===== src/rtl/load_store_unit_pkg.sv =====
// rtl/load_store_unit_pkg.sv - shared funct3 codes, FSM state encodings and op legality helpers
package load_store_unit_pkg;

    // RV32I load widths
    localparam logic [2:0] F3_LB  = 3'b000;
    localparam logic [2:0] F3_LH  = 3'b001;
    localparam logic [2:0] F3_LW  = 3'b010;
    localparam logic [2:0] F3_LBU = 3'b100;
    localparam logic [2:0] F3_LHU = 3'b101;

    // RV32I store widths
    localparam logic [2:0] F3_SB  = 3'b000;
    localparam logic [2:0] F3_SH  = 3'b001;
    localparam logic [2:0] F3_SW  = 3'b010;

    // FSM state encodings
    localparam logic [2:0] ST_IDLE  = 3'd0;
    localparam logic [2:0] ST_CHECK = 3'd1;
    localparam logic [2:0] ST_REQ   = 3'd2;
    localparam logic [2:0] ST_WAIT  = 3'd3;
    localparam logic [2:0] ST_WB    = 3'd4;
    localparam logic [2:0] ST_DONE  = 3'd5;
    localparam logic [2:0] ST_ERR   = 3'd6;

    // Loads accept the signed and unsigned widths; stores only SB/SH/SW
    function automatic logic op_legal(input logic is_load, input logic [2:0] f3);
        if (is_load) begin
            return (f3 == F3_LB) || (f3 == F3_LH) || (f3 == F3_LW) ||
                   (f3 == F3_LBU) || (f3 == F3_LHU);
        end
        return (f3 == F3_SB) || (f3 == F3_SH) || (f3 == F3_SW);
    endfunction

    // Halves need even addresses, words need 4-byte alignment; bytes never misalign
    function automatic logic op_misaligned(input logic [2:0] f3, input logic [1:0] ea_lo);
        case (f3[1:0])
            2'b01:   return ea_lo[0];
            2'b10:   return ea_lo != 2'b00;
            default: return 1'b0;
        endcase
    endfunction

endpackage


===== src/rtl/load_store_unit_align.sv =====
// rtl/load_store_unit_align.sv - store lane replication/strobes and load byte/half extraction
module load_store_unit_align
    import load_store_unit_pkg::*;
#(
    parameter int XLEN   = 32,
    parameter int STRB_W = 4
) (
    input  logic [1:0]        ea_lo,
    input  logic [2:0]        funct3,
    input  logic [XLEN-1:0]   store_data,
    input  logic [XLEN-1:0]   load_word,
    output logic [XLEN-1:0]   wdata,
    output logic [STRB_W-1:0] wstrb,
    output logic [XLEN-1:0]   load_value
);

    logic [7:0]  byte_v;
    logic [15:0] half_v;

    // Lane selection uses the low address bits; halves are already known to be even
    assign byte_v = load_word[{ea_lo, 3'b000} +: 8];
    assign half_v = load_word[{ea_lo[1], 4'b0000} +: 16];

    // Replicate narrow store data across all lanes; strobes pick the addressed lane(s)
    always_comb begin
        wdata = store_data;
        wstrb = '1;
        case (funct3[1:0])
            2'b00: begin
                wdata = {(XLEN/8){store_data[7:0]}};
                wstrb = STRB_W'(4'b0001) << ea_lo;
            end
            2'b01: begin
                wdata = {(XLEN/16){store_data[15:0]}};
                wstrb = STRB_W'(4'b0011) << ea_lo;
            end
            default: begin
                wdata = store_data;
                wstrb = '1;
            end
        endcase
    end

    // Sign- or zero-extend the selected byte/half into a full register value
    always_comb begin
        load_value = load_word;
        case (funct3)
            F3_LB:   load_value = {{(XLEN-8){byte_v[7]}}, byte_v};
            F3_LH:   load_value = {{(XLEN-16){half_v[15]}}, half_v};
            F3_LBU:  load_value = {{(XLEN-8){1'b0}}, byte_v};
            F3_LHU:  load_value = {{(XLEN-16){1'b0}}, half_v};
            default: load_value = load_word;
        endcase
    end

endmodule


===== src/rtl/load_store_unit.sv =====
// rtl/load_store_unit.sv - multi-cycle load/store unit with req/gnt/rvalid memory port and regfile writeback
module load_store_unit
    import load_store_unit_pkg::*;
#(
    parameter int XLEN   = 32,
    parameter int STRB_W = XLEN / 8
) (
    input  logic              clk,
    input  logic              rst,
    input  logic              start_i,
    input  logic              is_load_i,
    input  logic [2:0]        funct3_i,
    input  logic [XLEN-1:0]   base_i,
    input  logic [XLEN-1:0]   imm_i,
    input  logic [XLEN-1:0]   store_data_i,
    input  logic [4:0]        rd_add_i,
    output logic              busy_o,
    output logic              done_o,
    output logic              err_o,
    output logic              mem_req_o,
    output logic              mem_we_o,
    output logic [XLEN-1:0]   mem_addr_o,
    output logic [XLEN-1:0]   mem_wdata_o,
    output logic [STRB_W-1:0] mem_wstrb_o,
    input  logic              mem_gnt_i,
    input  logic              mem_rvalid_i,
    input  logic [XLEN-1:0]   mem_rdata_i,
    output logic [4:0]        wb_rd_add_o,
    output logic [XLEN-1:0]   wb_data_o,
    output logic              wb_en_o
);

    logic [2:0]        state_q;
    logic [XLEN-1:0]   ea_q;
    logic [2:0]        f3_q;
    logic [XLEN-1:0]   data_q;
    logic [4:0]        rd_q;
    logic              is_load_q;
    logic [XLEN-1:0]   wb_data_q;

    logic [XLEN-1:0]   al_wdata;
    logic [STRB_W-1:0] al_wstrb;
    logic [XLEN-1:0]   al_load_value;

    load_store_unit_align #(
        .XLEN   (XLEN),
        .STRB_W (STRB_W)
    ) u_align (
        .ea_lo      (ea_q[1:0]),
        .funct3     (f3_q),
        .store_data (data_q),
        .load_word  (mem_rdata_i),
        .wdata      (al_wdata),
        .wstrb      (al_wstrb),
        .load_value (al_load_value)
    );

    // Operation FSM: latch the op at start, validate, run one memory transaction, retire
    always_ff @(posedge clk) begin
        if (!rst) begin
            state_q   <= ST_IDLE;
            ea_q      <= '0;
            f3_q      <= '0;
            data_q    <= '0;
            rd_q      <= '0;
            is_load_q <= 1'b0;
            wb_data_q <= '0;
        end else begin
            case (state_q)
                ST_IDLE: begin
                    if (start_i) begin
                        ea_q      <= base_i + imm_i;
                        f3_q      <= funct3_i;
                        data_q    <= store_data_i;
                        rd_q      <= rd_add_i;
                        is_load_q <= is_load_i;
                        state_q   <= ST_CHECK;
                    end
                end
                ST_CHECK: begin
                    if (!op_legal(is_load_q, f3_q) || op_misaligned(f3_q, ea_q[1:0]))
                        state_q <= ST_ERR;
                    else
                        state_q <= ST_REQ;
                end
                ST_REQ: begin
                    if (mem_gnt_i)
                        state_q <= is_load_q ? ST_WAIT : ST_DONE;
                end
                ST_WAIT: begin
                    if (mem_rvalid_i) begin
                        wb_data_q <= al_load_value;
                        state_q   <= ST_WB;
                    end
                end
                default: state_q <= ST_IDLE;
            endcase
        end
    end

    // Status pulses decode straight from the state so they are clean single-cycle strobes
    always_comb begin
        busy_o = state_q != ST_IDLE;
        done_o = (state_q == ST_WB) || (state_q == ST_DONE) || (state_q == ST_ERR);
        err_o  = state_q == ST_ERR;
    end

    // Memory port is driven only while requesting; write lanes only for stores
    always_comb begin
        mem_req_o   = 1'b0;
        mem_we_o    = 1'b0;
        mem_addr_o  = '0;
        mem_wdata_o = '0;
        mem_wstrb_o = '0;
        if (state_q == ST_REQ) begin
            mem_req_o  = 1'b1;
            mem_we_o   = !is_load_q;
            mem_addr_o = {ea_q[XLEN-1:2], 2'b00};
            if (!is_load_q) begin
                mem_wdata_o = al_wdata;
                mem_wstrb_o = al_wstrb;
            end
        end
    end

    // Regfile write port; x0 is suppressed here because the regfile does not guard it
    always_comb begin
        wb_rd_add_o = '0;
        wb_data_o   = '0;
        wb_en_o     = 1'b0;
        if (state_q == ST_WB) begin
            wb_rd_add_o = rd_q;
            wb_data_o   = wb_data_q;
            wb_en_o     = rd_q != 5'd0;
        end
    end

endmodule


===== config.mk =====
export PLATFORM = sky130hd
export DESIGN_NAME = load_store_unit
export DESIGN_NICKNAME = d
export VERILOG_FILES = /design/src/rtl/load_store_unit_pkg.sv /design/src/rtl/load_store_unit_align.sv /design/src/rtl/load_store_unit.sv
export SDC_FILE = /design/constraint.sdc
export NUM_CORES = 1
export LEC_CHECK = 0
export ABC_CLOCK_PERIOD_IN_PS = 7250
export BUFFER_PORTS_ARGS = -buffer_cell sky130_fd_sc_hd__buf_4
export CORE_MARGIN = 1
export CORE_UTILIZATION = 44
export CTS_BUF_LIST = sky130_fd_sc_hd__clkbuf_8
export DETAILED_ROUTE_END_ITERATION = 6
export PLACE_DENSITY = 0.68
export SETUP_SLACK_MARGIN = 0.05
export SLEW_MARGIN = 0
export SYNTH_ARGS = -nofsm -noshare
export SYNTH_HDL_FRONTEND = slang
export SYNTH_SLANG_ARGS = --single-unit

===== constraint.sdc =====
create_clock -name clk -period 7.25 [get_ports clk]
set_input_delay 0 -clock clk [delete_from_list [all_inputs] [get_ports clk]]
set_output_delay 0 -clock clk [all_outputs]
set_load 0.03 [all_outputs]

==> results of run 1 <==
==> registers in the layout (all words and copies together), names as in the netlist <==
register / count
wb_data_q: 32
state_q: 3
data_q: 32
f3_q: 3
rd_q: 5
ea_q: 32
is_load_q: 1
==> tightest hold or removal path, stage by stage <==
cell     delay (ps)
buf_4            80
ha_1            140
nand2_1          50
a21oi_1         110
==> final cells by class <==
type / count / area [um2] / share of cell area, %
clock buffers: 9 / 124 / 1.24
clock inverters: 7 / 65.1 / 0.650
inverters: 12 / 45.0 / 0.450
multi-input cells: 808 / 4690 / 46.9
flip-flops and latches: 108 / 2160 / 21.6
well taps: 216 / 270 / 2.70
repair buffers: 329 / 2650 / 26.5
==> repair_timing <==
item,in CTS,in global routing
buffers inserted,0,0
hold endpoints to repair,72,0
hold buffers,72,0
==> power by group <==
part           internal (mW)  switching, mW  total [mW]
logic                  0.310          0.503       0.813
clock network          0.134          0.239       0.374
registers              0.677         0.0702       0.747
==> metal layers <==
layer  vias up  global-route usage [%]
met5         -                       0
met4         0                    12.5
met3        56                    4.21
met2       425                    47.4
met1      3856                    38.8
li1       4029                       -
==> cells by family after synthesis <==
| kind of cell | after synthesis | synth area share (%) |
|---|---|---|
| flops | 108 | 30.2 |
| other cells | 1 | 0.0523 |
| compound gates | 306 | 25.9 |
| simple gates | 428 | 28.0 |
| fa+ha+maj | 35 | 6.21 |
| mux | 17 | 2.44 |
| xor+xnor | 20 | 2.44 |
| buf+inv | 82 | 4.84 |
==> final timing paths <==
check | endpoint | cells after the start
max | ea_q[30] | 6
min | ea_q[0] | 4
max reg2reg | ea_q[30] | 6
min reg2reg | ea_q[6] | 2
==> cell usage in the layout (no fill, tap or decap), types with 9 or more instances in the layout <==
cell type | Yosys | final
mux2i_1 | 13 | 13
a21oi_1 | 149 | 149
nand4_1 | 12 | 12
buf_4 | 4 | 257
dfxtp_1 | 108 | 108
ha_1 | 34 | 34
o221ai_1 | 9 | 9
nand2_1 | 205 | 204
nor2_1 | 59 | 58
a31oi_1 | 10 | 10
dlygate4sd3_1 | 0 | 72
nand3_1 | 21 | 21
inv_1 | 11 | 10
o31a_1 | 10 | 10
and2_1 | 81 | 80
clkbuf_8 | 0 | 9
nor3_1 | 12 | 12
a21o_1 | 15 | 15
xnor2_1 | 12 | 12
o21ai_0 | 57 | 57
==> flow_summary.ini, run 1 <==
[cells_and_area]
final_area_um2 = 10000
num_antenna_cells = 0
drive_above_1_share_pct = 23.4
final_util_pct = 63.0
final_nets = 1445
fillCellCount = 1468
area_growth_pct = 39.6
final_cells = 1489

[global_routing]
grt_usage_pct = 29.3
grt_max_degree = 65
grt.overflow.total = 0
grt_pass1_vias = 7558
grt_pass1_wl_um = 38500
antenna_found_initial = 0

[place]
gp_congestion = 0.933
dp_slack_ps = 4300
place_inst = 1401
place.port_buffers = 250
dp_hpwl_um = 18000
placed_area_um2 = 9100

[route]
via_count = 8366
drc = 0
first_iter_violations = 787
firstDrtPassIters = 5
wirelength_um = 25200
top_layer = met4
vias_per_cell = 5.62
met2_length_um = 11600
met3_length_um = 2020
wl_per_cell_um = 16.9
ant_nets = 0
met1_length_um = 11000

[sta]
setup_viol_count_final = 0
fin_tns_setup_ps = 0
hold_ws_ps = 21.5
period_share_pct = 41.2
fin_skew_ps = 12.9
slew_headroom_pct = 25.2
tightest_slew_ps = 1120
period_needed_ps = 2990
hold_viol_final = 0
rsz0062_at_grt = no
finalMaxSlewViolations = 0
postLayoutSetupSlackWorst_ps = 4260
timing.fmax_ghz = 0.335

[critical_path]
r2r_start = state_q[1]
worst_setup_path_end_kind = register
worstSetupPathType = register to register
start_kind = register
path_buf_inv = 1
critPathSlowestCell = or4_1
worst-r2r-setup-slack_ps = 4260
path_max_fanout = 52
required_ps = 7590
crit_chain = nor3_1 > and2_2 > buf_4 > nand2_1 > or4_1 > nand3_1
path_delay_family = simple AND/OR/NAND/NOR gates
crit_start = state_q[1]
arrival_ps = 3320
max_stage_delay_ps = 610

[clock_network]
cts_tree = done
cts_resized = 0
clock-sinks = 108
numCtsBuffers = 9
clockRootBuffer = clkbuf_8
clk_pin_slew_ps = 110
htreeDepth = 3
clk_latency_ps = 400
cts.path.max_buffers = 2

[power_and_ir_drop]
p_per_area_nw_per_um2 = 193
ir_drop_uv = 111
leakagePower_nw = 4.29
power.total_mw = 1.93

[floorplanning]
die_area_um2 = 16800
fp.dieW_um = 130
die_height_um = 130
start_util_pct = 45.1
core_um2 = 15900
ios = 253
placementRows = 46

[yosys]
yosys-top-cells-area = dfxtp_1 (30%), nand2_1 (11%), a21oi_1 (10%)
synth_area_um2 = 7170
syn_inst = 997
yosysMostFrequentCell = nand2_1
synth-main-ff-cell = dfxtp_1
synth_edf_count = 0
seq_area_frac_synth_pct = 30.2
yosys_warnings = 0
synth_top_area_share_pct = 30.2
synth_top_cell_by_area = dfxtp_1
ys_top_cells_by_count = nand2_1 (205), a21oi_1 (149), dfxtp_1 (108), and2_1 (81), nor2_1 (59)
synth-async-reset-ratio_pct = 0
yosys.cell_types.count = 64
synth-seq-cells = 108
syn_avg_cell_area_um2 = 7.19

[hold_path]
hold_path_class = input port to register
min-delay-start = imm_i[0]

[run]
drv_cap = 0

[status]
status = complete, no violations
Note: power is estimated with default switching activity, not from simulation.
==> inputs of run 2 (changes only) <==
- ABC_CLOCK_PERIOD_IN_PS: 7250 -> 2950
- clock period: 7.25 -> 2.95 ns (I/O delays scaled with it)
==> flow_summary.ini, run 2 (same netlist as run 1, synthesis figures left out) <==
[status]
status = finished, violations left
violations = DRC

[floorplanning]
placementRows = 46
die_area_um2 = 16800
core_um2 = 15900
die_height_um = 130
start_util_pct = 45.1
ios = 253
fp.dieW_um = 130

[place]
gp_congestion = 0.917
place.port_buffers = 250
dp_hpwl_um = 17500
placed_area_um2 = 9160
dp_slack_ps = 513
place_inst = 1410

[sta]
hold_viol_final = 0
setup_viol_count_final = 0
timing.fmax_ghz = 0.383
tightest_slew_ps = 1220
finalMaxSlewViolations = 0
postLayoutSetupSlackWorst_ps = 338
rsz0062_at_grt = no
slew_headroom_pct = 18.4
period_share_pct = 88.6
period_needed_ps = 2610
fin_skew_ps = 11.2
fin_tns_setup_ps = 0

[global_routing]
antenna_found_initial = 0
grt_max_degree = 65
grt_pass1_vias = 7435
grt_pass1_wl_um = 38100
grt_usage_pct = 28.8
grt.overflow.total = 0

[power_and_ir_drop]
combPwrFrac_pct = 42.8
netSwitchingFraction_pct = 41.8
p_per_area_nw_per_um2 = 471
ir_drop_uv = 241
seq_power_share_pct = 38.5
leakagePower_nw = 4.33
pwr-share-clk_pct = 18.8
internal-power_mw = 2.76
p_sw_mw = 1.98

[clock_network]
postCtsHoldBufs = 72
clock-sinks = 108
cts_tree = done
clockRootBuffer = clkbuf_8
clk_latency_ps = 380
cts.path.max_buffers = 2
htreeDepth = 3
clk_pin_slew_ps = 110
cts_setup_buffers = 0
cts_resized = 0
numCtsBuffers = 9

[cells_and_area]
num_antenna_cells = 0
largestRegisters = data_q (32), ea_q (32), wb_data_q (32)
final_cell_mix = buf_4 (266), nand2_1 (204), a21oi_1 (149)
final_area_um2 = 10100
final_nets = 1454
area_growth_pct = 40.4
fillCellCount = 1446
layout_commonest_cell = buf_4
final_util_pct = 63.3
final_cells = 1498
drive_above_1_share_pct = 23.9

[critical_path]
crit_chain = nor3b_2 > nand2b_1 > inv_2 > and2_1 > buf_4
max_stage_delay_ps = 650
worst_setup_path_end_kind = output pin
start_kind = register
critPathSlowestCell = nand2b_1
arrival_ps = 2610
path_buf_inv = 2
required_ps = 2950
path_max_fanout = 29
worstSetupPathType = register to output pin
path_delay_family = simple AND/OR/NAND/NOR gates

[route]
wirelength_um = 25000
vias_per_cell = 5.51
ant_nets = 0
wl_per_cell_um = 16.7
firstDrtPassIters = 7
first_iter_violations = 566
via_count = 8261
drc = 1

[hold_path]
hold_path_class = input port to register

[run]
drv_cap = 0
[run 2: changes by cell type in the layout (fill, tap and decap cells not counted)]
cell and change:
buf_4 +9, inv_8 -1, clkinvlp_4 +1, nor3b_2 +1, inv_6 -1, clkinv_2 +1, nor3b_4 -1
[run 2: tightest hold or removal path: cells and delay by family]
family          cells  cell delay (ps)
fa+ha+maj           1              130
compound gates      1              100
buf+inv             1               80
simple gates        1               50
[run 2: cell type report]
type	count	area (um2)	area share (%)
timing repair buffer	338	2720	27.0
clock inverter	7	57.6	0.572
sequential	108	2160	21.5
clock buffer	9	124	1.23
inverter	12	45.0	0.448
tap	216	270	2.69
multi-input combinational	808	4680	46.6
[run 2: final timing paths]
check | start | endpoint | slack (ps) | cells after the start
max | state_q[1] | mem_wdata_o[3] | 340 | 5
min | imm_i[0] | ea_q[0] | 10 | 4
min reg2reg | ea_q[5] | ea_q[5] | 450 | 2
max reg2reg | state_q[0] | state_q[2] | 780 | 5
[run 2: layer usage]
| metal | wire (um) | up-vias | GRT usage, % |
|---|---|---|---|
| li1 | - | 4036 | - |
| met1 | 11000 | 3805 | 38.8 |
| met5 | 0 | - | 0 |
| met2 | 11500 | 373 | 46.9 |
| met3 | 1850 | 47 | 4.67 |
| met4 | 573 | 0 | 9.03 |
[run 2: power groups by stage]
stage	registers, mW	clock network, mW	logic [mW]
global placement	1.85	0	1.91
floorplan	1.77	0	1.34
global route	1.85	0.975	2.22
detailed placement	1.85	0	1.92
CTS	1.82	0.912	2.00
finish	1.82	0.889	2.03
[run 2: per-stage QoR]
stage / hold slack, ps / power (mW)
floorplan: 136 / 3.12
global placement: 247 / 3.76
detailed placement: 255 / 3.77
CTS: 0.0103 / 4.73
global route: 44.1 / 5.04
finish: 10.4 / 4.74
